===== config.mk =====
export PLATFORM = sky130hd
export DESIGN_NAME = elevator_request_queue_flat
export DESIGN_NICKNAME = d
export VERILOG_FILES = /design/src/rtl/elevator_request_queue_if.sv /design/src/rtl/elevator_request_queue.sv /design/src/flat_wrapper.sv
export SDC_FILE = /design/constraint.sdc
export NUM_CORES = 1
export LEC_CHECK = 0
export ABC_CLOCK_PERIOD_IN_PS = 5200
export CAP_MARGIN = 20
export CORE_MARGIN = 2
export CORE_UTILIZATION = 45
export DETAILED_ROUTE_END_ITERATION = 10
export HOLD_SLACK_MARGIN = 0.12
export PLACE_DENSITY = 0.66
export SLEW_MARGIN = 10
export SYNTH_ARGS = -nofsm -noshare
export SYNTH_HDL_FRONTEND = slang
export SYNTH_SLANG_ARGS = --single-unit
export TNS_END_PERCENT = 1

===== constraint.sdc =====
create_clock -name clk -period 5.2 [get_ports clk]
set_input_delay 0.78 -clock clk [delete_from_list [all_inputs] [get_ports clk]]
set_output_delay 0.78 -clock clk [all_outputs]
set_load 0.1 [all_outputs]

===== src/rtl/elevator_request_queue_if.sv =====
`default_nettype none
// ============================================================================
// Module      : elevator_request_queue_if
// Description : Signal bundle between the call-button front end, the request
//               queue and the elevator state machine.
//               call_btn        - raw call buttons, bit i = floor i
//               current_floor   - floor reported back by the state machine
//               requested_floor - target floor fed to the state machine
//               pending         - pending-request mask
//               door_open       - high while the door dwells open
//               dir_up          - SCAN direction, 1 = up
//               Modport slave is the request queue; master is its environment.
// Revision    : 1.0 - initial release
// ============================================================================
interface elevator_request_queue_if;
    logic [15:0] call_btn;
    logic [3:0]  current_floor;
    logic [3:0]  requested_floor;
    logic [15:0] pending;
    logic        door_open;
    logic        dir_up;

    modport slave (
        input  call_btn,
        input  current_floor,
        output requested_floor,
        output pending,
        output door_open,
        output dir_up
    );

    modport master (
        output call_btn,
        output current_floor,
        input  requested_floor,
        input  pending,
        input  door_open,
        input  dir_up
    );
endinterface
`default_nettype wire


===== src/rtl/elevator_request_queue.sv =====
`default_nettype none
// ============================================================================
// Module      : elevator_request_queue
// Description : Captures call-button presses into a pending mask, picks the
//               next target floor with a SCAN policy and holds the door open
//               for a dwell period on arrival.
// Ports       : clk    - system clock
//               reset  - asynchronous reset, active-high
//               bus    - elevator_request_queue_if.slave (call_btn,
//                        current_floor in; requested_floor, pending,
//                        door_open, dir_up out, all registered)
// Options     : ELEVATOR_DEBOUNCE_EN - adds a 2-flop synchronizer and a
//               per-button debounce counter ahead of edge detection.
// Revision    : 1.0 - initial release
// ============================================================================
module elevator_request_queue #(
    parameter int          NUM_FLOORS      = 10,
    parameter logic [31:0] DWELL_CYCLES    = 32'd20000000,
    parameter logic [15:0] DEBOUNCE_CYCLES = 16'd50000
) (
    input  logic                          clk,
    input  logic                          reset,
    elevator_request_queue_if.slave       bus
);

    localparam logic [15:0] c_FLOOR_MASK = 16'((17'd1 << NUM_FLOORS) - 17'd1);

    typedef enum logic [1:0] {
        ST_IDLE    = 2'd0,
        ST_SERVICE = 2'd1,
        ST_DWELL   = 2'd2
    } state_t;

    state_t      r_state;
    logic [15:0] r_pending;
    logic [15:0] r_btn_prev;
    logic [3:0]  r_req;
    logic        r_door;
    logic        r_dir_up;
    logic [31:0] r_dwell;

    logic [15:0] w_btn_level;

    // ------------------------------------------------------------------
    // Button conditioning
    // ------------------------------------------------------------------
`ifdef ELEVATOR_DEBOUNCE_EN
    logic [15:0] r_sync1;
    logic [15:0] r_sync2;

    always_ff @(posedge clk or posedge reset) begin
        if (reset) begin
            r_sync1 <= '0;
            r_sync2 <= '0;
        end else begin
            r_sync1 <= bus.call_btn;
            r_sync2 <= r_sync1;
        end
    end

    for (genvar gi = 0; gi < 16; gi++) begin : g_debounce
        logic [15:0] r_cnt;
        logic        r_level;

        // The level flips only after DEBOUNCE_CYCLES consecutive cycles of
        // disagreement; any return to the old level restarts the count.
        always_ff @(posedge clk or posedge reset) begin
            if (reset) begin
                r_cnt   <= '0;
                r_level <= 1'b0;
            end else if (r_sync2[gi] == r_level) begin
                r_cnt   <= '0;
            end else if (r_cnt == DEBOUNCE_CYCLES - 16'd1) begin
                r_cnt   <= '0;
                r_level <= r_sync2[gi];
            end else begin
                r_cnt   <= r_cnt + 16'd1;
            end
        end

        assign w_btn_level[gi] = r_level;
    end
`else
    assign w_btn_level = bus.call_btn;
`endif

    // ------------------------------------------------------------------
    // Edge detect and pending update
    // ------------------------------------------------------------------
    logic [15:0] w_rise;
    logic [15:0] w_cur_onehot;
    logic [15:0] w_clear;
    logic [15:0] w_set;
    logic [15:0] w_pending_next;
    logic        w_arrive;
    logic        w_cur_press;

    assign w_rise       = w_btn_level & ~r_btn_prev & c_FLOOR_MASK;
    assign w_cur_onehot = 16'd1 << bus.current_floor;
    assign w_cur_press  = |(w_rise & w_cur_onehot);
    assign w_arrive     = (r_state == ST_SERVICE) && (bus.current_floor == r_req)
                          && r_pending[r_req];
    assign w_clear      = w_arrive ? (16'd1 << r_req) : 16'd0;
    // A press of the floor being cleared is absorbed by the arrival; a press
    // of the current floor during dwell only extends the dwell.
    assign w_set        = w_rise & ~w_clear
                          & ~((r_state == ST_DWELL) ? w_cur_onehot : 16'd0);
    assign w_pending_next = ((r_pending & ~w_clear) | w_set) & c_FLOOR_MASK;

    // ------------------------------------------------------------------
    // SCAN target selection
    // ------------------------------------------------------------------
    logic       w_lo_ge_found, w_lo_gt_found, w_hi_le_found, w_hi_lt_found;
    logic [3:0] w_lo_ge, w_lo_gt, w_hi_le, w_hi_lt;
    logic [3:0] w_sel_target;
    logic       w_sel_reverse;
    logic       w_sel_valid;

    always_comb begin
        w_lo_ge_found = 1'b0; w_lo_ge = 4'd0;
        w_lo_gt_found = 1'b0; w_lo_gt = 4'd0;
        w_hi_le_found = 1'b0; w_hi_le = 4'd0;
        w_hi_lt_found = 1'b0; w_hi_lt = 4'd0;
        // Descending scan leaves the lowest match; ascending the highest.
        for (int f = NUM_FLOORS - 1; f >= 0; f--) begin
            if (r_pending[f] && (4'(f) >= bus.current_floor)) begin
                w_lo_ge_found = 1'b1; w_lo_ge = 4'(f);
            end
            if (r_pending[f] && (4'(f) > bus.current_floor)) begin
                w_lo_gt_found = 1'b1; w_lo_gt = 4'(f);
            end
        end
        for (int f = 0; f < NUM_FLOORS; f++) begin
            if (r_pending[f] && (4'(f) <= bus.current_floor)) begin
                w_hi_le_found = 1'b1; w_hi_le = 4'(f);
            end
            if (r_pending[f] && (4'(f) < bus.current_floor)) begin
                w_hi_lt_found = 1'b1; w_hi_lt = 4'(f);
            end
        end
    end

    assign w_sel_valid   = |r_pending;
    assign w_sel_target  = r_dir_up ? (w_lo_ge_found ? w_lo_ge : w_hi_lt)
                                    : (w_hi_le_found ? w_hi_le : w_lo_gt);
    assign w_sel_reverse = w_sel_valid && (r_dir_up ? !w_lo_ge_found : !w_hi_le_found);

    // ------------------------------------------------------------------
    // Request FSM
    // ------------------------------------------------------------------
    always_ff @(posedge clk or posedge reset) begin
        if (reset) begin
            r_state    <= ST_IDLE;
            r_pending  <= '0;
            r_btn_prev <= '0;
            r_req      <= 4'd0;
            r_door     <= 1'b0;
            r_dir_up   <= 1'b1;
            r_dwell    <= '0;
        end else begin
            r_btn_prev <= w_btn_level;
            r_pending  <= w_pending_next;
            case (r_state)
                ST_IDLE: begin
                    r_req <= bus.current_floor;
                    if (w_sel_valid) begin
                        r_state <= ST_SERVICE;
                        r_req   <= w_sel_target;
                        if (w_sel_reverse) r_dir_up <= ~r_dir_up;
                    end
                end
                ST_SERVICE: begin
                    if (w_arrive) begin
                        r_door  <= 1'b1;
                        r_dwell <= DWELL_CYCLES - 32'd1;
                        r_state <= ST_DWELL;
                    end else if (!w_sel_valid) begin
                        r_state <= ST_IDLE;
                        r_req   <= bus.current_floor;
                    end else begin
                        r_req <= w_sel_target;
                        if (w_sel_reverse) r_dir_up <= ~r_dir_up;
                    end
                end
                ST_DWELL: begin
                    r_req <= bus.current_floor;
                    if (w_cur_press) begin
                        r_dwell <= DWELL_CYCLES - 32'd1;
                    end else if (r_dwell == 32'd0) begin
                        r_door <= 1'b0;
                        if (w_sel_valid) begin
                            r_state <= ST_SERVICE;
                            r_req   <= w_sel_target;
                            if (w_sel_reverse) r_dir_up <= ~r_dir_up;
                        end else begin
                            r_state <= ST_IDLE;
                        end
                    end else begin
                        r_dwell <= r_dwell - 32'd1;
                    end
                end
                default: r_state <= ST_IDLE;
            endcase
        end
    end

    assign bus.requested_floor = r_req;
    assign bus.pending         = r_pending;
    assign bus.door_open       = r_door;
    assign bus.dir_up          = r_dir_up;

endmodule
`default_nettype wire


===== src/flat_wrapper.sv =====
// flat-port wrapper written by rule: the top's interface ports become plain ports
module elevator_request_queue_flat 
#(
    parameter int          NUM_FLOORS      = 10,
    parameter logic [31:0] DWELL_CYCLES    = 32'd20000000,
    parameter logic [15:0] DEBOUNCE_CYCLES = 16'd50000
)
  (clk, reset, bus_call_btn, bus_current_floor, bus_requested_floor, bus_pending, bus_door_open, bus_dir_up);
  elevator_request_queue_if bus_i ();
  input  logic clk;
  input  logic reset;
  input wire logic [$bits(bus_i.call_btn)-1:0] bus_call_btn;
  input wire logic [$bits(bus_i.current_floor)-1:0] bus_current_floor;
  output wire logic [$bits(bus_i.requested_floor)-1:0] bus_requested_floor;
  output wire logic [$bits(bus_i.pending)-1:0] bus_pending;
  output wire logic [$bits(bus_i.door_open)-1:0] bus_door_open;
  output wire logic [$bits(bus_i.dir_up)-1:0] bus_dir_up;
  assign bus_i.call_btn = bus_call_btn;
  assign bus_i.current_floor = bus_current_floor;
  assign bus_requested_floor = bus_i.requested_floor;
  assign bus_pending = bus_i.pending;
  assign bus_door_open = bus_i.door_open;
  assign bus_dir_up = bus_i.dir_up;
  elevator_request_queue #(.NUM_FLOORS(NUM_FLOORS), .DWELL_CYCLES(DWELL_CYCLES), .DEBOUNCE_CYCLES(DEBOUNCE_CYCLES)) u_core (.clk(clk), .reset(reset), .bus(bus_i));
endmodule

Yosys cells after proc, flatten, opt, wreduce, memory -nomap -nowiden --
Index checks and enable logic that the tools add are counted. W data, S select, Z words.
Storage, ports and cells: register bits 60, word-level logic and storage cells 217, input bits 22
Cells by class: equality and inequality tests 10, muxes and demuxes 92, reduce and logical (&&, ||, !) cells 55, add/sub/neg operators 1, shifts and indexed selects 2, bitwise logic cells 10, $lt $le $gt $ge 40
Operator list (count):
- $mux W4 | 31
- $mux W32 | 3
- $pmux W32 S2 | 1
- $logic_and A1 B1 Y1 | 42
- $and A10 B10 Y10 | 4
- $mux W1 | 33
- $logic_not A32 Y1 | 1
- $sub A32 B1 Y32 const B | 1
- $not A10 Y10 | 3
- $mux W3 | 8
- $mux W10 | 2
- $mux W2 | 9
- $and A10 B16 Y16 | 1
- $ge A3 B4 Y1 const A | 4
- $gt A3 B4 Y1 const A | 4
- $le A3 B4 Y1 const A | 4
- $lt A3 B4 Y1 const A | 4
- $reduce_or A16 Y1 | 1
- $shl A1 B4 Y16 const A | 1
- $pmux W4 S3 | 1
- $reduce_and A4 Y1 | 3
- $or A10 B10 Y10 | 1
- $reduce_or A10 Y1 | 1
- $shl A1 B4 Y10 const A | 1
- other kinds (30) | 46

Longest topological paths before layout --
depth in word-level cells 20, mapped depth 12, gate-level depth less buffers 10

Worst setup path before layout --
Ideal clock, no wire load.
path kind register -> register, start register u_core.r_pending[8] (netlist: u_core.bus.pending[8]), end register u_core.r_pending[0] (netlist: u_core.bus.pending[0]), arrival 2.933 ns, library setup time 0.126 ns, path buffers 2, cell stages (with the launch flop) 9, setup slack 2.141 ns, required time 5.074 ns, period minus slack after synthesis 3.059 ns, cell sequence dfrtp_1 clkbuf_1 mux2_2 nand4_1 a2111oi_2 o21ai_1 clkbuf_1 or3_1 o32a_1
Between the ends: cells in the longest elaborated chain, start to end 8, elaborated cells on any way between the ends 9, classes of those cells mux: 3; bitwise: 5; reduce/logical: 1
RTL lines:
- from (decl) | RTL line elevator_request_queue.sv:35 | logic [15:0] r_pending;
- from (signal assigned) | RTL line elevator_request_queue.sv:162 | r_pending <= w_pending_next;
- $bmux W1 S4 (*) | RTL line elevator_request_queue.sv:102 | && r_pending[r_req];
- $mux W1 (implied by the code) (*) | RTL line elevator_request_queue.sv:102
- $logic_and A1 B1 Y1 (*) | RTL line elevator_request_queue.sv:102
- $mux W10 (*) | RTL line elevator_request_queue.sv:103 | assign w_clear = w_arrive ? (16'd1 << r_req) : 16'd0;
- $not A10 Y10 (*) | RTL line elevator_request_queue.sv:106, elevator_request_queue.sv:108
- $and A10 B10 Y10 | RTL line elevator_request_queue.sv:106 | assign w_set = w_rise & ~w_clear
- $and A10 B10 Y10 | RTL line elevator_request_queue.sv:107 | & ~((r_state == ST_DWELL) ? w_cur_onehot : 16'd0);
- $or A10 B10 Y10 (*) | RTL line elevator_request_queue.sv:108 | assign w_pending_next = ((r_pending & ~w_clear) | w_set) & c_FLOOR_MASK;
- named net u_core.w_pending_next[0] | RTL line elevator_request_queue.sv:94 | logic [15:0] w_pending_next;
Mark *: on every way through the listed nets, which the timed path passes. The rest lies on a longest branch. The select of a mux whose other input is x is not followed. A chain may end at the register's enable or synchronous reset.

Worst setup path in the final report --
start input bus_current_floor[2], end register u_core.r_dwell[17]
Between the ends: cells in the longest elaborated chain, start to end 5, elaborated cells on any way between the ends 11, classes of those cells eq/ne: 3; shift: 1; mux: 2; bitwise: 1; reduce/logical: 4
RTL lines:
- from (decl) | RTL line flat_wrapper.sv:13 | input wire logic [$bits(bus_i.current_floor)-1:0] bus_current_floor;
- $shl A1 B4 Y16 or $eq A4 B4 Y1 (tied branches) | RTL line elevator_request_queue.sv:99, elevator_request_queue.sv:101
- $and A10 B16 Y16 or $logic_and A1 B1 Y1 (tied branches) | RTL line elevator_request_queue.sv:100, elevator_request_queue.sv:101
- $reduce_or A16 Y1 or $logic_and A1 B1 Y1 (tied branches) | RTL line elevator_request_queue.sv:100, elevator_request_queue.sv:102
- $ne A3 B2 Y1 (no line), or another cell as far along
- $reduce_and A3 Y1 (no line) or $pmux W32 S2 (tied branches)
- to (signal assigned) | RTL line elevator_request_queue.sv:175 | r_dwell <= DWELL_CYCLES - 32'd1;
- to (signal assigned) | RTL line elevator_request_queue.sv:188 | r_dwell <= DWELL_CYCLES - 32'd1;
- to (signal assigned) | RTL line elevator_request_queue.sv:199 | r_dwell <= r_dwell - 32'd1;
- to (decl) | RTL line elevator_request_queue.sv:40 | logic [31:0] r_dwell;
Several ways; a longest one is shown, not always the timed one.

==> flow_metrics.tcl <==
set metrics [dict create \
    relSlewSlack 0.346 \
    grt_max_degree 61 \
    cp_slowest_stage_delay_ns 0.85 \
    ys_types 80 \
    status "finished clean" \
    crit_fanout 14 \
    max_freq_ghz 0.281 \
    drtAntennaViolNets 0 \
    dieWidth_um 101 \
    ctsLongestPathBuffers 2 \
    timing.rr.start "u_core.bus.pending[9]" \
    arrival_ns 3.82 \
    hold_path_class "register to register" \
    yosys_warnings 0 \
    synth-main-ff-cell "dfrtp_1" \
    detail_route.vias_per_cell 6.34 \
    first_pass_iters 5 \
    max-vdd-ir-drop_mv 0.328 \
    cts_resized 0 \
    wl_per_cell_um 18.2 \
    slew_viol_final 0 \
    antenna_found_initial 0 \
    synth_async_sr_flop_share 1.00 \
    gr-total-overflow 0 \
    use_met1 0.340 \
    crit_path_frequent_cell "o21ai_1" \
    met3_usage 0.0388 \
    leakagePower_uw 0.00173 \
    crit_buf_inv 1 \
    rsz0062_at_grt "no" \
    met2_usage 0.350 \
    ys_seq_elements 60 \
    r2r_slack_ns 2.17 \
    cts_tree "done" \
    end_kind "register" \
    avgSynthCellArea_um2 8.51 \
    synth_cells 494 \
    crit_type "input pin to register" \
    cts_max_level 3 \
    final-hold-violation-count 0 \
    die_h_um 101 \
    multiInputGateArea_mm2 0.00243 \
    critical_path.endpoint "u_core.r_dwell[17]" \
    rows 35 \
    startpoint_type "input pin" \
    max_slew.worst_pin.slew_ns 0.978 \
    die_area_mm2 0.0101 \
    grt_pass1_vias 3699 \
    grt_use_total 0.232 \
    drc_errors 0 \
    final_cell_mix "dfrtp_1 (59), o21ai_0 (39), nor2_1 (33)" \
    post_cts_buffers 0 \
    critPathSlowestCell "clkdlybuf4s50_1" \
    cp_num_cells 8 \
    numCtsBuffers 9 \
    fill_cells 844 \
    gp_congestion 0.926 \
    cts_hold_buffers 0 \
    io_buffers 31 \
    drt_iter0_markers 300 \
    netlist_area_mm2 0.00420 \
    finalCritPeriodShare 0.684 \
    start_util 0.459 \
    wirelength_um 11200 \
    num_io_pins 44 \
    synth_edf_count 0 \
    ys_seq_area_frac 0.358 \
    cellPowerDensity_mw_per_mm2 343 \
    core_mm2 0.00915 \
    min_period_ns 3.56 \
    area_delta_synth_final_pct 11.9 \
    hold_slack_ns 0.496 \
    insertion_delay_ns 0.33 \
    crit_chain "clkdlybuf4s50_1, xnor2_1, nand3_1, a2111oi_2, o21ai_1, a21bo_1, or4_1, o21ai_1" \
    cap_violations 0 \
    min-delay-start "u_core.r_dwell[17]" \
    clk_pin_slew_ns 0.07 \
    crit_family "compound AO/OA/AOI/OAI gates" \
    vias 3927 \
    skew_ns 0.0128 \
    final_nets 526 \
    clock-root-buffer "clkbuf_8" \
    reg2regPathDepth 7 \
    finalSetupViolCount 0 \
    register_area_mm2 0.00150 \
    cts_sinks 60 \
    grt-busiest-layer "met2" \
    required_ns 5.47 \
    grt_pass1_wl_um 18700 \
    n_antenna_cell 0 \
    r2r_end "u_core.r_dwell[17]" \
    crit_path_start "bus_current_floor[2]" \
    fin_tns_setup_ns 0 \
    drive_gt1_frac 0.0984 \
    layout_commonest_cell "dfrtp_1" \
    dp_hpwl_um 7840 \
]
how the worst min path moves through the flow:
stage / endpoint / slack [ns] / cells past startpoint
after global placement: u_core.r_dwell[20] / 0.47 / 1
after floorplan: u_core.r_dwell[20] / 0.44 / 1
after detailed placement: u_core.r_dwell[20] / 0.47 / 1
after global routing: u_core.r_dwell[20] / 0.52 / 1
final: u_core.r_dwell[17] / 0.50 / 1
after CTS: u_core.r_dwell[20] / 0.48 / 1
per-layer routing:
metal,vias to the layer above,share of wire
li1,1864,-
met4,0,0.011
met3,10,0.061
met1,1900,0.48
met2,153,0.45
met5,-,0
worst reg2reg max path, cell delays in order (launching register included):
cell       delay [ns]
dfrtp_1          0.64
mux2_2           0.25
nand4_1          0.11
a2111oi_2        0.46
o21ai_1          0.42
a21bo_1          0.45
or4_1            0.52
o21ai_1          0.12
where the power goes:
group          internal (µW)  leakage (µW)  switching, µW
Combinational            174      0.000950            344
Clock                    234     0.0000974            177
Sequential               549      0.000684            136
Total                    957       0.00173            657
synth_stat cells, types with 6 or more instances:
cell type,n,area [µm²]
buf_2,9,45.0
nor4_1,10,62.6
o21ai_1,10,50.1
or3_1,7,43.8
o41ai_1,6,52.6
nor2_1,33,124
o31ai_1,6,45.0
a21oi_1,30,150
nand3_1,10,50.1
o21a_1,7,52.6
a31oi_1,15,93.8
dfrtp_1,59,1480
o31a_1,10,87.6
clkbuf_1,27,101
nand2_1,32,120
nand2b_1,18,113
inv_1,17,63.8
o211ai_1,7,52.6
nor2b_1,10,62.6
buf_4,6,45.0
o21ai_0,39,195
nor3_1,8,40.0
cell type report:
type,count,share of cell area
clock inverter,3,0.00851
tap,111,0.0295
timing repair buffer,39,0.0787
multi-input combinational,375,0.518
clock buffer,13,0.0317
inverter,18,0.0144
sequential,60,0.319
state kept, by name, indices dropped and copies added, names as in the netlist:
signal and cells:
u_core.bus.dir_up 1, u_core.bus.pending 10, u_core.r_dwell 32, u_core.bus.door_open 1, u_core.r_state 2, u_core.r_btn_prev 10
u_core.bus.requested_floor 4
stage by stage:
stage / power (µW) / util / instances / setup slack [ns] / cell area [µm²]
after floorplan: 1070 / - / 499 / 2.14 / 4220
after global placement: 1190 / 0.493 / 603 / 1.43 / 4510
after detailed placement: 1200 / 0.493 / 603 / 1.32 / 4510
after CTS: 1620 / 0.514 / 619 / 1.68 / 4700
after global routing: 1700 / 0.514 / 619 / 1.44 / 4700
final: 1610 / 0.514 / 619 / 1.64 / 4700
kinds of logic after synthesis:
kind of cell	Yosys count	share of synthesized area
adder cells (fa/ha/maj)	1	0.00298
other	1	0.000892
AO/OA/AOI/OAI	193	0.321
AND/OR/NAND/NOR	162	0.213
XOR/XNOR	6	0.0125
flip-flops	60	0.358
buffers and inverters	64	0.0688
multiplexers	7	0.0238
(Power assumes the default switching activity.)
